[config.mk]
export PLATFORM = sky130hd
export DESIGN_NAME = uart_rx_buffer
export DESIGN_NICKNAME = d
export VERILOG_FILES = /design/src/rtl/uart_defs_pkg.sv /design/src/rtl/byte_fifo.sv /design/src/rtl/uart_rx_buffer.sv
export SDC_FILE = /design/constraint.sdc
export NUM_CORES = 1
export LEC_CHECK = 0
export CAP_MARGIN = 20
export CORE_ASPECT_RATIO = 0.6
export CORE_MARGIN = 10
export CORE_UTILIZATION = 30
export DETAILED_ROUTE_END_ITERATION = 8
export GPL_TIMING_DRIVEN = 0
export SLEW_MARGIN = 20
export SYNTH_ARGS = -nofsm -noshare
export SYNTH_HDL_FRONTEND = slang
export SYNTH_HIERARCHICAL = 1
export SYNTH_SLANG_ARGS = --single-unit
[constraint.sdc]
create_clock -name i_uart_clk -period 3.2 [get_ports i_uart_clk]
set_clock_uncertainty 0.05 [all_clocks]
set_input_delay 0.8 -clock i_uart_clk [delete_from_list [all_inputs] [get_ports i_uart_clk]]
set_output_delay 0.8 -clock i_uart_clk [all_outputs]
set_load 0.03 [all_outputs]
[src/rtl/uart_defs_pkg.sv]
`default_nettype none
// ============================================================================
//  Module      : uart_defs (package)
//  Description : Definitions shared by the UART receiver, transmitter and
//                receive buffer: byte width, default buffer depth and the
//                acknowledge-FSM state encodings.
//  Revision    : 1.0 - initial release
// ============================================================================
package uart_defs;

    // Width of one UART data byte, common to receiver and transmitter.
    localparam int c_byte_w = 8;

    // Default receive-buffer depth: 2^4 = 16 bytes.
    localparam int c_default_depth_log2 = 4;

    // Four-phase acknowledge states, 2-bit encoding.
    typedef enum logic [1:0] {
        ACK_IDLE    = 2'd0,
        ACK_HOLD    = 2'd1,
        ACK_RELEASE = 2'd2
    } ack_state_e;

endpackage
`default_nettype wire

[src/rtl/byte_fifo.sv]
`default_nettype none
// ============================================================================
//  Module      : byte_fifo
//  Description : Synchronous first-word-fall-through byte FIFO. Pointers are
//                one bit wider than the address so full and empty can be
//                told apart; a push while full is accepted only when a pop
//                frees the head slot in the same cycle.
//  Revision    : 1.0 - initial release
// ============================================================================
module byte_fifo
    import uart_defs::*;
#(
    parameter int DEPTH_LOG2 = c_default_depth_log2
) (
    input  logic                  i_clk,
    input  logic                  i_reset,
    input  logic                  i_push,
    input  logic [c_byte_w-1:0]   i_push_data,
    input  logic                  i_pop,
    output logic [c_byte_w-1:0]   o_head,
    output logic                  o_full,
    output logic                  o_empty,
    output logic [DEPTH_LOG2:0]   o_count
);

    localparam int                  c_depth   = 1 << DEPTH_LOG2;
    localparam logic [DEPTH_LOG2:0] c_ptr_one = 1;

    logic [c_byte_w-1:0]  r_mem [c_depth];
    logic [DEPTH_LOG2:0]  r_wr_ptr;
    logic [DEPTH_LOG2:0]  r_rd_ptr;
    logic                 w_push_ok;
    logic                 w_pop_ok;

    assign o_empty   = (r_wr_ptr == r_rd_ptr);
    assign o_full    = (r_wr_ptr[DEPTH_LOG2] != r_rd_ptr[DEPTH_LOG2]) &&
                       (r_wr_ptr[DEPTH_LOG2-1:0] == r_rd_ptr[DEPTH_LOG2-1:0]);
    assign o_count   = r_wr_ptr - r_rd_ptr;
    assign o_head    = r_mem[r_rd_ptr[DEPTH_LOG2-1:0]];

    // A pop in the same cycle frees the slot, so a push at full is still legal.
    assign w_push_ok = i_push && (!o_full || i_pop);
    assign w_pop_ok  = i_pop && !o_empty;

    // Storage write; contents are deliberately left unreset.
    always_ff @(posedge i_clk) begin
        if (w_push_ok) begin
            r_mem[r_wr_ptr[DEPTH_LOG2-1:0]] <= i_push_data;
        end
    end

    // Pointer update; both pointers wrap naturally through the extra MSB.
    always_ff @(posedge i_clk) begin
        if (i_reset) begin
            r_wr_ptr <= '0;
            r_rd_ptr <= '0;
        end else begin
            if (w_push_ok) r_wr_ptr <= r_wr_ptr + c_ptr_one;
            if (w_pop_ok)  r_rd_ptr <= r_rd_ptr + c_ptr_one;
        end
    end

endmodule
`default_nettype wire

[src/rtl/uart_rx_buffer.sv]
`default_nettype none
// ============================================================================
//  Module      : uart_rx_buffer
//  Description : Receive-side buffer behind the UART byte receiver. Completes
//                the receiver's four-phase valid/ready acknowledge for every
//                byte and queues the bytes in a FWFT FIFO presented to the
//                consumer as a valid/ready byte stream.
//                Build option UART_RX_BUF_BACKPRESSURE_EN: when defined, a
//                full buffer withholds the acknowledge instead of discarding
//                the byte (o_overflow then never sets).
//  Revision    : 1.0 - initial release
// ============================================================================
module uart_rx_buffer
    import uart_defs::*;
#(
    parameter int DEPTH_LOG2 = c_default_depth_log2
) (
    input  logic                  i_uart_clk,
    input  logic                  i_reset,
    input  logic [c_byte_w-1:0]   i_rx_byte,
    input  logic                  i_rx_valid,
    output logic                  o_rx_ready,
    output logic [c_byte_w-1:0]   o_data,
    output logic                  o_data_valid,
    input  logic                  i_data_ready,
    output logic [DEPTH_LOG2:0]   o_count,
    output logic                  o_overflow,
    input  logic                  i_overflow_clr
);

    ack_state_e r_state;
    ack_state_e w_state_next;
    logic       r_rx_ready;
    logic       r_overflow;
    logic       w_push;
    logic       w_discard;
    logic       w_pop;
    logic       w_full;
    logic       w_empty;
    logic       w_room;

    assign o_data_valid = !w_empty;
    assign w_pop        = o_data_valid && i_data_ready;
    assign w_room       = !w_full || w_pop;
    assign o_rx_ready   = r_rx_ready;
    assign o_overflow   = r_overflow;

    // Acknowledge FSM next state: one write per valid assertion, taken on entry to HOLD.
    always_comb begin
        w_state_next = r_state;
        w_push       = 1'b0;
        w_discard    = 1'b0;
        case (r_state)
            ACK_IDLE: begin
                if (i_rx_valid) begin
`ifdef UART_RX_BUF_BACKPRESSURE_EN
                    if (w_room) begin
                        w_push       = 1'b1;
                        w_state_next = ACK_HOLD;
                    end
`else
                    // Always acknowledge so the receiver can return to idle.
                    w_state_next = ACK_HOLD;
                    if (w_room) w_push    = 1'b1;
                    else        w_discard = 1'b1;
`endif
                end
            end
            ACK_HOLD: begin
                if (!i_rx_valid) w_state_next = ACK_RELEASE;
            end
            ACK_RELEASE: begin
                w_state_next = ACK_IDLE;
            end
            default: begin
                w_state_next = ACK_IDLE;
            end
        endcase
    end

    // State register plus a true register for ready, high exactly in HOLD.
    always_ff @(posedge i_uart_clk) begin
        if (i_reset) begin
            r_state    <= ACK_IDLE;
            r_rx_ready <= 1'b0;
        end else begin
            r_state    <= w_state_next;
            r_rx_ready <= (w_state_next == ACK_HOLD);
        end
    end

    // Sticky overflow flag; a discard outranks a same-cycle clear.
    always_ff @(posedge i_uart_clk) begin
        if (i_reset) begin
            r_overflow <= 1'b0;
        end else if (w_discard) begin
            r_overflow <= 1'b1;
        end else if (i_overflow_clr) begin
            r_overflow <= 1'b0;
        end
    end

    byte_fifo #(
        .DEPTH_LOG2 (DEPTH_LOG2)
    ) u_fifo (
        .i_clk       (i_uart_clk),
        .i_reset     (i_reset),
        .i_push      (w_push),
        .i_push_data (i_rx_byte),
        .i_pop       (w_pop),
        .o_head      (o_data),
        .o_full      (w_full),
        .o_empty     (w_empty),
        .o_count     (o_count)
    );

endmodule
`default_nettype wire

Yosys cells after proc, flatten, opt, wreduce, memory -nomap -nowiden
Memory sizes are Yosys's and may differ from the RTL's. A register that Yosys moved wholly into a read port is not among the register bits.
Cells that the tools add are included.
- flip-flop bits (word level): 14
- output and inout bits: 16
- memories kept: 1
- RAM bits: 128
- memory list (name ; words ; bits a word ; rd ports ; clocked after memory_dff ; wr ports ; RTL line ; RTL):
    u_fifo.r_mem ; 16 ; 8 ; 1 ; 1 ; 1 ; byte_fifo.sv:29 ; logic [c_byte_w-1:0] r_mem [c_depth];
- muxes and demuxes: 15
- reductions and logical operators: 9
- eq/ne operators: 5
- $add $sub $neg: 3
- operators with widths (cell ; number):
    $add A5 B1 Y5 const B ; 2
    $mux W1 ; 10
    $mux W4 ; 2
    $eq A5 B5 Y1 ; 1
    $sub A5 B5 Y5 ; 1
    $eq A2 B1 Y1 const B ; 2
    $eq A4 B4 Y1 ; 1
    $logic_and A1 B1 Y1 ; 4
    $mux W2 ; 2
    $pmux W2 S2 ; 1
    $logic_not A1 Y1 ; 2
    $logic_not A2 Y1 ; 1
    $reduce_bool A2 Y1 ; 1
    $logic_or A1 B1 Y1 ; 1
    $ne A1 B1 Y1 ; 1

Longest topological paths before layout
Gate-level depths: netlist of run 1.
- word-level depth: 10
- depth in mapped cells: 10
- mapped depth without buffers: 10

Hierarchy
The synthesis of run 1 kept the hierarchy.
- modules (own cells, without submodules) (module ; cells each ; area each (um2) ; seq. area each (um2) ; instances):
    byte_fifo ; 298 ; 5645.4 ; 4124.0 ; 1
    uart_rx_buffer ; 15 ; 182.7 ; 80.1 ; 1

Worst setup path before layout of run 1
No wires, ideal clock.
- path kind: register -> register
- start: register u_fifo.r_wr_ptr[0]
- end: memory u_fifo.r_mem[0][0], enable pin
- cell stages (with the launch flop): 10
- path buffers: 0
- setup slack: 0.052 ns
- data required time: 2.767 ns
- library setup time: 0.383 ns
- data arrival time: 2.715 ns
- cell sequence: dfxtp_1 > inv_1 > ha_1 > nand4_1 > nor2_1 > nand2b_4 > a2111oi_4 > o31a_1 > nand2_1 > nor3_1
- word-level cells in the longest chain between the ends: 10
- RTL lines (element ; RTL line ; RTL):
    start: declaration ; byte_fifo.sv:30 ; logic [DEPTH_LOG2:0] r_wr_ptr;
    start signal: assignment ; byte_fifo.sv:58 ; if (w_push_ok) r_wr_ptr <= r_wr_ptr + c_ptr_one;
    $eq A5 B5 Y1 ; byte_fifo.sv:35 ; assign o_empty = (r_wr_ptr == r_rd_ptr);
    via w_empty ; uart_rx_buffer.sv:39 ; logic w_empty;
    $logic_not A1 Y1 ; uart_rx_buffer.sv:42 ; assign o_data_valid = !w_empty;
    $logic_and A1 B1 Y1 ; uart_rx_buffer.sv:43 ; assign w_pop = o_data_valid && i_data_ready;
    $logic_or A1 B1 Y1 ; uart_rx_buffer.sv:44 ; assign w_room = !w_full || w_pop;
    $mux W1 ; uart_rx_buffer.sv:64 ; if (w_room) w_push = 1'b1;
    $mux W1 ; uart_rx_buffer.sv:55 ; if (i_rx_valid) begin
    $mux W1 ; uart_rx_buffer.sv:53 ; case (r_state)
    via w_push ; uart_rx_buffer.sv:35 ; logic w_push;
    $logic_and A1 B1 Y1 ; byte_fifo.sv:42 ; assign w_push_ok = i_push && (!o_full || i_pop);
    $mux W1 ; byte_fifo.sv:47 ; if (w_push_ok) begin
    $mux W1 (not written as such) ; byte_fifo.sv:48 ; r_mem[r_wr_ptr[DEPTH_LOG2-1:0]] <= i_push_data;
    end: declaration ; byte_fifo.sv:29 ;
The timed path passes the listed nets, and every way through them passes these cells.

==> impl_summary.log, run 1 <==
INFO  metric finalSetupViolCount = 0
INFO  metric max_clock_freq = 324 MHz
INFO  metric antenna_left = 0
INFO  metric core-area = 19000 um2
INFO  metric io_buffers = 28
INFO  metric area_growth_from_synthesis_to_layout = 25.8%
INFO  metric route.detailed.wl_per_inst = 20.5 um
INFO  metric timing_worst_setup_path_type = flip-flop to output pin
INFO  metric chipHeight = 128 um
INFO  metric place.gp.congestion = 0.728
INFO  metric ys_dominant_reg_cell = edfxtp_1
INFO  metric worstMarginPinSlew = 0.822 ns
INFO  metric floorplan.die_area = 25600 um2
INFO  metric worst_slack = 0.114 ns
INFO  metric path_delay_family = multiplexers
INFO  metric run_status = completed
INFO  metric globalRouteTotalUtil = 10.8%
INFO  metric vias = 3077
INFO  metric clock_tree.root_cell = clkbuf_16
INFO  metric first_pass_grt_wire_length = 19900 um
INFO  metric synth_area_per_cell = 18.6 um2
INFO  metric worst_ir_drop_on_vdd = 0.296 mV
INFO  metric synth_edf_count = 128
INFO  metric synthesis.nets = 336
INFO  metric fp-row-count = 39
INFO  metric fin_hold_ws = 0.491 ns
INFO  metric slew_violations = 0
INFO  metric nNetsFinal = 397
INFO  metric synthArstFlopShare = 0%
INFO  metric post-dp-hpwl = 8680 um
INFO  metric place_worst_setup_slack = -0.526 ns
INFO  metric yosys_warnings = 6
INFO  metric cpMaxStageDelayCell = mux4_2
INFO  metric finalHoldViolCount = 0
INFO  metric first_global_vias = 3294
INFO  metric vias_per_cell = 4.85
INFO  metric final_min_period_over_clock_period = 96.4%
INFO  metric timing.slew.headroom = 45.0%
INFO  metric clock_sinks = 146
INFO  metric postCtsHoldBufs = 0
INFO  metric timing.critical_path.from_type = flip-flop
INFO  metric cts_buffers = 17
INFO  metric powerDensity = 609 nW/um2
INFO  metric drt-initial-drc-count = 241
INFO  metric cp.buffers_inverters = 3
INFO  metric part_of_the_yosys_area_used_for_sequential_elements = 72.1%
INFO  metric cts-root-to-sink-buffers = 2
INFO  metric grt.met3_usage = 4.01%
INFO  metric clk_pin_slew_worst_paths = 0.06 ns
INFO  metric post_route_cells_drive_above_1_share = 32.3%
INFO  metric boundaryPins = 29
INFO  metric fraction_of_met1_tracks_used_by_global_routing = 14.4%
INFO  metric drc = 0
INFO  metric synth_seq_cells = 146
INFO  metric clock_latency = 0.41 ns
INFO  metric leakagePower = 2.37 nW
INFO  metric yosys.cell_types.count = 42
INFO  metric drt_first_pass_iters = 4
INFO  metric antenna_found_initial = 0
INFO  metric worstHoldPathType = flip-flop to flip-flop
INFO  metric grt_use_met2 = 15.8%
INFO  metric synthesis.instances = 313
INFO  metric critical_path_required = 2.35 ns
INFO  metric grt_max_degree = 17
INFO  metric cp_max_fo = 9
INFO  metric cts_tree = done
INFO  metric die-width = 200 um
INFO  metric grt_overflow_total = 0
INFO  metric initial_utilization = 30.6%
INFO  metric fin_crit = 3.09 ns
INFO  metric final_common_cell = edfxtp_1
INFO  metric final_cell_mix = 128 x edfxtp_1, 32 x mux4_2, 18 x dfxtp_1
INFO  metric cells_traversed_along_the_worst_timing_path = buf_6 -> buf_12 -> mux4_2 -> a22oi_2 -> nand2_1 -> buf_2
INFO  metric synth.cell_area = 5830 um2
INFO  metric critical_path_arrival = 2.24 ns
INFO  metric placement.cell_area = 6470 um2
INFO  metric top_usage_layer = met2
INFO  metric cp_slowest_stage_delay = 0.52 ns
INFO  metric postLayoutCellArea = 7330 um2
INFO  metric drt-total-wl = 13000 um
INFO  metric cp-end-kind = output pin
INFO  metric cts.htree.levels = 4
INFO  metric drv.max_cap_violation_count = 0
-- synthesized netlist by cell type, types with 4 or more instances --
cell	number	area (um2)
a22oi_1	16	120
buf_1	5	18.8
clkbuf_1	4	15.0
dfxtp_1	18	360
edfxtp_1	128	3840
ha_1	9	113
inv_1	10	37.5
mux4_2	32	721
nand2_1	12	45.0
nor2_1	24	90.1
nor3_1	6	30.0
xnor2_1	4	35.0
xor2_1	6	52.6
-- cells by family (layout without fill, tap and decap cells) --
| group | Yosys count | after routing | share of synthesized area (%) |
|---|---|---|---|
| compound gates | 31 | 31 | 4.49 |
| buf+inv | 23 | 97 | 1.65 |
| xor+xnor | 11 | 11 | 1.78 |
| fa+ha+maj | 10 | 10 | 2.28 |
| flops | 146 | 146 | 72.1 |
| mux | 34 | 34 | 12.7 |
| simple gates | 58 | 58 | 4.96 |
| other cells | 0 | 1 | 0 |
-- per-layer routing --
metal | share of wire (%) | up-vias
met5 | 0 | -
met4 | 1.1 | 0
met2 | 47 | 96
met3 | 8.4 | 14
li1 | - | 1376
met1 | 44 | 1591
-- registers in the layout (all words and copies together), names as in the netlist, named ones only --
register	flops
o_overflow	1
u_fifo/r_wr_ptr	5
o_rx_ready	1
u_fifo/r_mem	128
r_state	2
u_fifo/r_rd_ptr	5
-- what timing repair did --
item / 4_1_cts / 5_1_grt
pin swaps: 6 / 4
gates resized for setup: 75 / 23
buffers inserted: 6 / 4
endpoints found under the setup margin: 138 / 114
-- worst reg2reg max path: stages, from the launching register on --
cell,delay [ns]
dfxtp_1,0.43
inv_2,0.09
ha_1,0.32
nand4_1,0.16
buf_4,0.14
nor2_1,0.07
a2111oi_4,0.43
buf_4,0.19
o311ai_4,0.17
nor3_2,0.40
buf_4,0.26
-- power breakdown --
group	internal, mW	switching, mW
sequential	2.09	0.0124
clock	1.22	0.751
combinational	0.170	0.220
total	3.48	0.984
-- stage by stage --
| stage | power (mW) | utilization (%) | instances | TNS, ns |
|---|---|---|---|---|
| 6_report | 4.47 | 38.5 | 634 | 0 |
| 5_1_grt | 4.63 | 38.5 | 633 | -0.00128 |
| 4_1_cts | 4.51 | 38.1 | 629 | -0.699 |
| 3_5_place_dp | 2.50 | 34.0 | 591 | -41.78 |
| 3_3_place_gp | 2.49 | 33.7 | 587 | -52.02 |
| 2_1_floorplan | 2.36 | - | 313 | 0 |
-- layout make-up --
type / instances / area (um2)
Fill cell: 1729 / 11700
Sequential cell: 146 / 4200
Multi-Input combinational cell: 144 / 1680
Clock buffer: 18 / 429
Timing Repair Buffer: 42 / 389
Tap cell: 246 / 308
Clock inverter: 14 / 163
Buffer: 13 / 116
Inverter: 10 / 37.5
Antenna cell: 1 / 2.50
-- final timing paths --
path / start / slack (ns) / cells past startpoint / endpoint
worst min register to register: r_state[0] / 0.49 / 1 / r_state[1]
worst max-delay path: flip-flop / 0.11 / 6 / o_data[1]
worst max register to register: u_fifo/r_wr_ptr[0] / 0.20 / 10 / u_fifo/r_mem[3][7]
worst min-delay path: r_state[0] / 0.49 / 1 / r_state[1]
Note: power is estimated with default switching activity, not from simulation.
==> run 2: changes to the inputs <==
--- a/config.mk
+++ b/config.mk
@@ -16,3 +16,4 @@
 export SYNTH_HDL_FRONTEND = slang
 export SYNTH_HIERARCHICAL = 1
 export SYNTH_SLANG_ARGS = --single-unit
+export TNS_END_PERCENT = 1
==> run 2 against run 1 <==
Effect of this change:
- the run now ends with setup timing left
- utilization is 0.24 points lower
- fmax shrank 4.4%
- largest power group unchanged
- count of clock-buffer cells in the layout is the same
- combinational power shrank 1%
- sequential power is essentially flat
- via count grew 0.39%
- cell count decreased by 0.63%
- flip-flop and latch count unchanged
- worst hold slack about the same
- first-iteration DRC count is 4.6% lower
- wire length grew 0.18%
==> impl_summary.log, run 2 (same netlist as run 1, synthesis figures left out) <==
INFO  metric cts-root-to-sink-buffers = 2 (unchanged)
INFO  metric cts.htree.levels = 4 (unchanged)
INFO  metric timing.slew.headroom = 45.7% (+0.71 points)
INFO  metric min_from = r_state[0]
INFO  metric die-width = 200 um (unchanged)
INFO  metric core-area = 19000 um2 (unchanged)
INFO  metric nNetsFinal = 393 (-1.0%)
INFO  metric worstReg2RegEnd = u_fifo/r_mem[1][0]
INFO  metric drt-total-wl = 13000 um (+0.18%)
INFO  metric leakagePower = 2.35 nW (-1.0%)
INFO  metric grt_overflow_total = 0 (unchanged)
INFO  metric final_min_period_over_clock_period = 101% (+4.5 points)
INFO  metric antenna_found_initial = 0 (unchanged)
INFO  metric timing_worst_setup_path_type = flip-flop to output pin
INFO  metric final_common_cell = edfxtp_1
INFO  metric cp-end-kind = output pin
INFO  metric initial_utilization = 30.6% (unchanged)
INFO  metric holdPathStages = 1 (unchanged)
INFO  metric clock_tree.root_cell = clkbuf_16
INFO  metric clk_pin_slew_worst_paths = 0.06 ns (about the same)
INFO  metric fin_setup_tns = -0.0336 ns (-0.0336 ns)
INFO  metric rsz0062_at_grt = true
INFO  metric run_status = finished, violations left
INFO  metric drc = 0 (unchanged)
INFO  metric timing.critical_path.from_type = flip-flop
INFO  metric fp-row-count = 39 (unchanged)
INFO  metric cts_buffers = 17 (unchanged)
INFO  metric drv.max_cap_violation_count = 0 (unchanged)
INFO  metric powerDensity = 613 nW/um2 (+0.62%)
INFO  metric antenna_left = 0 (unchanged)
INFO  metric area_growth_from_synthesis_to_layout = 25.0%
INFO  metric failed_checks = setup timing
INFO  metric drt-initial-drc-count = 230 (-4.6%)
INFO  metric worst_r2r_startpoint = u_fifo/r_wr_ptr[0]
INFO  metric reg2regPathDepth = 10 (unchanged)
INFO  metric cp_max_fo = 10 (+1)
INFO  metric boundaryPins = 29 (unchanged)
INFO  metric postLayoutCellArea = 7290 um2 (-0.63%)
INFO  metric placement.cell_area = 6470 um2 (unchanged)
INFO  metric worst_ir_drop_on_vdd = 0.299 mV (+1.2%)
INFO  metric io_buffers = 28 (unchanged)
INFO  metric drt_first_pass_iters = 6 (+2)
INFO  metric clock_sinks = 146 (unchanged)
INFO  metric max_clock_freq = 310 MHz (-4.4%)
INFO  metric cts_tree = done
INFO  metric n_fill_cell = 1731 (+0.12%)
INFO  metric critical_path_arrival = 2.38 ns (+0.14 ns)
INFO  metric worst_slack = -0.0287 ns (-0.143 ns)
INFO  metric place.gp.congestion = 0.728 (unchanged)
INFO  metric route.detailed.wl_per_inst = 20.7 um (+0.82%)
INFO  metric floorplan.die_area = 25600 um2 (unchanged)
INFO  metric chipHeight = 128 um (unchanged)
INFO  metric whs_endpoint = r_state[1]
INFO  metric first_global_vias = 3271 (-0.70%)
INFO  metric clock_latency = 0.42 ns (about the same)
INFO  metric regToRegSetupSlack = 0.10 ns (-0.10 ns)
INFO  metric finalHoldViolCount = 0 (unchanged)
INFO  metric post-dp-hpwl = 8680 um (unchanged)
INFO  metric finalSetupViolCount = 2 (+2)
INFO  metric grt_max_degree = 17 (unchanged)
INFO  metric largest_reg_flops = 128 (unchanged)
INFO  metric vias_per_cell = 4.90 (+1.0%)
INFO  metric slew_violations = 0 (unchanged)
INFO  metric final_cell_mix = 128 x edfxtp_1, 32 x mux4_2, 17 x clkbuf_16, 17 x dfxtp_1, 15 x clkdlybuf4s50_1
INFO  metric fin_hold_ws = 0.492 ns (+0.000308 ns)
INFO  metric worstHoldPathType = flip-flop to flip-flop
INFO  metric globalRouteTotalUtil = 10.8% (-0.033 points)
INFO  metric worstMarginPinSlew = 0.811 ns (-0.0106 ns)
INFO  metric fin_crit = 3.23 ns (+0.143 ns)
INFO  metric vias = 3089 (+0.39%)
INFO  metric first_pass_grt_wire_length = 19800 um (-0.38%)
INFO  metric post_route_cells_drive_above_1_share = 31.3% (-0.97 points)
INFO  metric critical_path_required = 2.35 ns (about the same)
run 2: per-layer routing:
| metal | track usage [%] | routed length (um) |
|---|---|---|
| met1 | 14.5 | 5830 |
| met2 | 15.5 | 5990 |
| met4 | 3.81 | 171 |
| met5 | 0 | 0 |
| met3 | 4.01 | 1030 |
run 2: repair_timing:
item                                    in CTS  in global routing
endpoints found under the setup margin     138                115
resized for setup                           68                 12
hold buffers                                 0                  0
pin swaps                                    5                  5
buffers inserted                             3                  3
run 2: stage by stage:
stage | setup WS, ns | power, mW | utilization (%) | std cells
after floorplan | 0.0519 | 2.36 | - | 313
after global placement | -0.820 | 2.49 | 33.7 | 587
after detailed placement | -0.526 | 2.50 | 34.0 | 591
after CTS | -0.0864 | 4.50 | 37.9 | 626
after global routing | -0.133 | 4.62 | 38.3 | 629
final | -0.0287 | 4.47 | 38.3 | 630
run 2: worst max path at each step:
| stage | slack [ns] | cells after the start | end |
|---|---|---|---|
| after floorplan | 0.05 | 9 | u_fifo/r_mem[0][0] |
| after global placement | -0.82 | 9 | u_fifo/r_mem[2][1] |
| after detailed placement | -0.53 | 9 | u_fifo/r_mem[4][0] |
| after CTS | -0.09 | 10 | u_fifo/r_mem[2][0] |
| after global routing | -0.13 | 6 | o_data[7] |
| final | -0.03 | 6 | o_data[1] |
run 2: where the power goes:
| part | total [mW] | leakage (nW) | internal (mW) | switching (mW) |
|---|---|---|---|---|
| clock | 1.98 | 0.283 | 1.22 | 0.756 |
| combinational | 0.385 | 0.762 | 0.166 | 0.220 |
| sequential | 2.11 | 1.30 | 2.09 | 0.0118 |
| total | 4.47 | 2.35 | 3.48 | 0.987 |
run 2: cell type report:
class                   instances  area (um2)  share of cell area, %
multi-input cells             144        1680                   23.0
repair buffers                 38         363                   4.98
clock inverters                14         163                   2.23
diodes                          1        2.50                 0.0343
clock buffers                  18         429                   5.89
plain buffers                  13         100                   1.37
inverters                      10        37.5                  0.515
flip-flops and latches        146        4210                   57.7
well taps                     246         308                   4.22
run 2: worst max-delay path, stage by stage, from the launching register on:
cell and delay (ns):
dfxtp_1 0.31, buf_4 0.18, buf_8 0.20, mux4_2 0.54
a22oi_2 0.28, nand2_1 0.15, clkdlybuf4s15_2 0.31
==> run 3: changes to the inputs <==
--- a/config.mk
+++ b/config.mk
@@ -11,6 +11,7 @@
 export CORE_UTILIZATION = 30
 export DETAILED_ROUTE_END_ITERATION = 8
 export GPL_TIMING_DRIVEN = 0
+export SKIP_CTS_REPAIR_TIMING = 1
 export SLEW_MARGIN = 20
 export SYNTH_ARGS = -nofsm -noshare
 export SYNTH_HDL_FRONTEND = slang
==> run 3 against run 2 <==
Effect of this change:
- non-clock buffer count rose by 1
- worst hold slack about the same
- register-to-register slack got worse by 0.14 ns
- count of clock-buffer cells in the layout unchanged
- critical endpoint is now u_fifo/r_mem[1][1]
- highest routed layer unchanged
- critical path depth is 4 higher
- largest power group unchanged
- cell count unchanged
- wire length is 0.45% lower
- the flow still finishes with violations (setup timing)
==> impl_summary.log, run 3 (same netlist as run 1, synthesis figures left out) <==
INFO  metric postLayoutCellArea = 7280 um2 (about the same)
INFO  metric clock_tree.root_cell = clkbuf_16
INFO  metric timing.slew.headroom = 43.3% (-2.5 points)
INFO  metric nNetsFinal = 394 (+0.25%)
INFO  metric finalHoldViolCount = 0 (unchanged)
INFO  metric cp_max_fo = 7 (-3)
INFO  metric internal_power = 3.48 mW (about the same)
INFO  metric fp-row-count = 39 (unchanged)
INFO  metric drc = 0 (unchanged)
INFO  metric drt_first_pass_iters = 5 (-1)
INFO  metric post_route_non_filler_standard_cell_count = 630 (unchanged)
INFO  metric finalSetupViolCount = 38 (+36)
INFO  metric drt-initial-drc-count = 239 (+3.9%)
INFO  metric cts.htree.levels = 4 (unchanged)
INFO  metric cp_slowest_stage_delay = 0.47 ns (-0.07 ns)
INFO  metric worstHoldPathType = flip-flop to flip-flop
INFO  metric drv.max_cap_violation_count = 0 (unchanged)
INFO  metric clock_latency = 0.41 ns (about the same)
INFO  metric placement.cell_area = 6470 um2 (unchanged)
INFO  metric antenna_found_initial = 0 (unchanged)
INFO  metric reg2regPathDepth = 10 (unchanged)
INFO  metric grt_overflow_total = 0 (unchanged)
INFO  metric fin_crit = 3.24 ns (+0.0142 ns)
INFO  metric io_buffers = 28 (unchanged)
INFO  metric first_global_vias = 3227 (-1.3%)
INFO  metric timing.critical_path.depth = 10 (+4)
INFO  metric worstMarginPinSlew = 0.848 ns (+0.0369 ns)
INFO  metric sw_frac_of_total = 21.8% (-0.26 points)
INFO  metric clock_sinks = 146 (unchanged)
INFO  metric cells_traversed_along_the_worst_timing_path = inv_2 -> ha_1 -> nand4_1 -> nor2_1 -> nand2b_4 -> a2111oi_4 -> o31a_1 -> nand2_1 -> nor3_4 -> buf_4
INFO  metric post_route_cells_drive_above_1_share = 28.6% (-2.7 points)
INFO  metric dp_cells = 591 (unchanged)
INFO  metric timing.critical_path.from_type = flip-flop
INFO  metric grt_max_degree = 17 (unchanged)
INFO  metric critical_path_arrival = 3.32 ns (+0.94 ns)
INFO  metric cts_buffers = 17 (unchanged)
INFO  metric share_clk_of_total_power = 44.1% (about the same)
INFO  metric area_growth_from_synthesis_to_layout = 25.0% (about the same)
INFO  metric place_worst_setup_slack = -0.526 ns (unchanged)
INFO  metric rsz0062_at_grt = true
INFO  metric cp.buffers_inverters = 2 (-1)
INFO  metric antenna_left = 0 (unchanged)
INFO  metric seqPwrFrac = 47.3% (+0.2 points)
INFO  metric cts_tree = done
INFO  metric clk_pin_slew_worst_paths = 0.06 ns (about the same)
INFO  metric cp-end-kind = flip-flop
INFO  metric crit_path_end = u_fifo/r_mem[1][1]
INFO  metric worstReg2RegEnd = u_fifo/r_mem[1][1]
INFO  metric globalRouteTotalUtil = 10.6% (-0.13 points)
INFO  metric vias_per_cell = 4.87 (-0.58%)
INFO  metric place.gp.congestion = 0.728 (unchanged)
INFO  metric power.share.combinational = 8.6% (about the same)
INFO  metric path_delay_family = simple AND/OR/NAND/NOR gates
INFO  metric final_common_cell = edfxtp_1
INFO  metric worst_ir_drop_on_vdd = 0.296 mV (-1.1%)
INFO  metric regToRegSetupSlack = -0.04 ns (-0.14 ns)
INFO  metric failed_checks = setup timing
INFO  metric leakagePower = 2.43 nW (+3.6%)
INFO  metric worst_setup_path_startpoint = u_fifo/r_wr_ptr[0]
INFO  metric utilization = 38.3% (about the same)
INFO  metric boundaryPins = 29 (unchanged)
INFO  metric largest_reg_flops = 128 (unchanged)
INFO  metric fin_hold_ws = 0.492 ns (-0.000110 ns)
INFO  metric max_clock_freq = 308 MHz (-0.44%)
INFO  metric floorplan.die_area = 25600 um2 (unchanged)
INFO  metric timing_worst_setup_path_type = flip-flop to flip-flop
INFO  metric post-dp-hpwl = 8680 um (unchanged)
INFO  metric final_min_period_over_clock_period = 101% (+0.44 points)
INFO  metric run_status = finished, violations left
INFO  metric initial_utilization = 30.6% (unchanged)
INFO  metric antennaDiodeCount = 0 (-1)
INFO  metric core-area = 19000 um2 (unchanged)
INFO  metric worst_slack = -0.0429 ns (-0.0142 ns)
INFO  metric first_pass_grt_wire_length = 19600 um (-1.3%)
INFO  metric slew_violations = 0 (unchanged)
INFO  metric min_from = r_state[0]
INFO  metric drt-total-wl = 13000 um (-0.45%)
INFO  metric vias = 3071 (-0.58%)
INFO  metric critical_path_required = 3.27 ns (+0.92 ns)
INFO  metric chipHeight = 128 um (unchanged)
INFO  metric powerDensity = 612 nW/um2 (-0.24%)
INFO  metric power.net_switching = 0.973 mW (-1.4%)
INFO  metric final_cell_mix = 128 x edfxtp_1, 32 x mux4_2, 18 x dfxtp_1
INFO  metric worst_r2r_startpoint = u_fifo/r_wr_ptr[0]
INFO  metric route.detailed.wl_per_inst = 20.6 um (-0.45%)
INFO  metric cts-root-to-sink-buffers = 2 (unchanged)
INFO  metric cpMaxStageDelayCell = a2111oi_4
INFO  metric die-width = 200 um (unchanged)
[run 3: changes by cell type in the layout (fill, tap and decap cells not counted), moves of 2 or more]
cell / delta
nand2_1: +2
clkbuf_2: +2
buf_6: +2
buf_12: -2
dlygate4sd2_1: -2
clkdlybuf4s15_2: -8
nand2_2: -2
dlymetal6s2s_1: +10
[run 3: routing by layer]
layer	track usage, %	up-vias	part of all wire (%)
met5	0	-	0
met3	3.88	13	7.7
met4	3.63	0	1.1
met1	14.3	1595	45
met2	15.5	95	46
li1	-	1368	-
[run 3: power by group through the flow]
stage               combinational, mW  clock (mW)  sequential, mW
finish                          0.383        1.97            2.11
global route                    0.411        2.10            2.11
CTS                             0.358        2.02            2.11
detailed placement              0.356           0            2.15
global placement                0.342           0            2.15
floorplan                       0.211           0            2.14
[run 3: area by class of cell]
type                       count  area, um2
timing repair buffer          39        388
buffer                        13       80.1
fill                        1735      11700
sequential                   146       4200
clock inverter                14        163
multi-input combinational    144       1680
inverter                      10       37.5
tap                          246        308
clock buffer                  18        429
[run 3: how the worst min path moves through the flow]
stage                                    end  slack (ns)  cells after the start
after floorplan                    flip-flop        0.43                      2
after global placement    u_fifo/r_rd_ptr[3]        0.47                      2
after detailed placement          r_state[1]        0.49                      1
after CTS                         r_state[1]        0.49                      1
after global routing              r_state[1]        0.50                      1
final                             r_state[1]        0.49                      1
[run 3: worst register-to-register path: stages, from the launching register on]
cell       delay [ns]
dfxtp_1          0.43
inv_2            0.09
ha_1             0.32
nand4_1          0.24
nor2_1           0.11
nand2b_4         0.18
a2111oi_4        0.47
o31a_1           0.30
nand2_1          0.31
nor3_4           0.27
buf_4            0.19
[run 3: metrics by stage]
step	TNS, ns	power, mW
final	-0.823	4.46
after global routing	-12.00	4.62
after CTS	-47.93	4.48
after global placement	-52.02	2.49
after floorplan	0	2.36
after detailed placement	-41.78	2.50
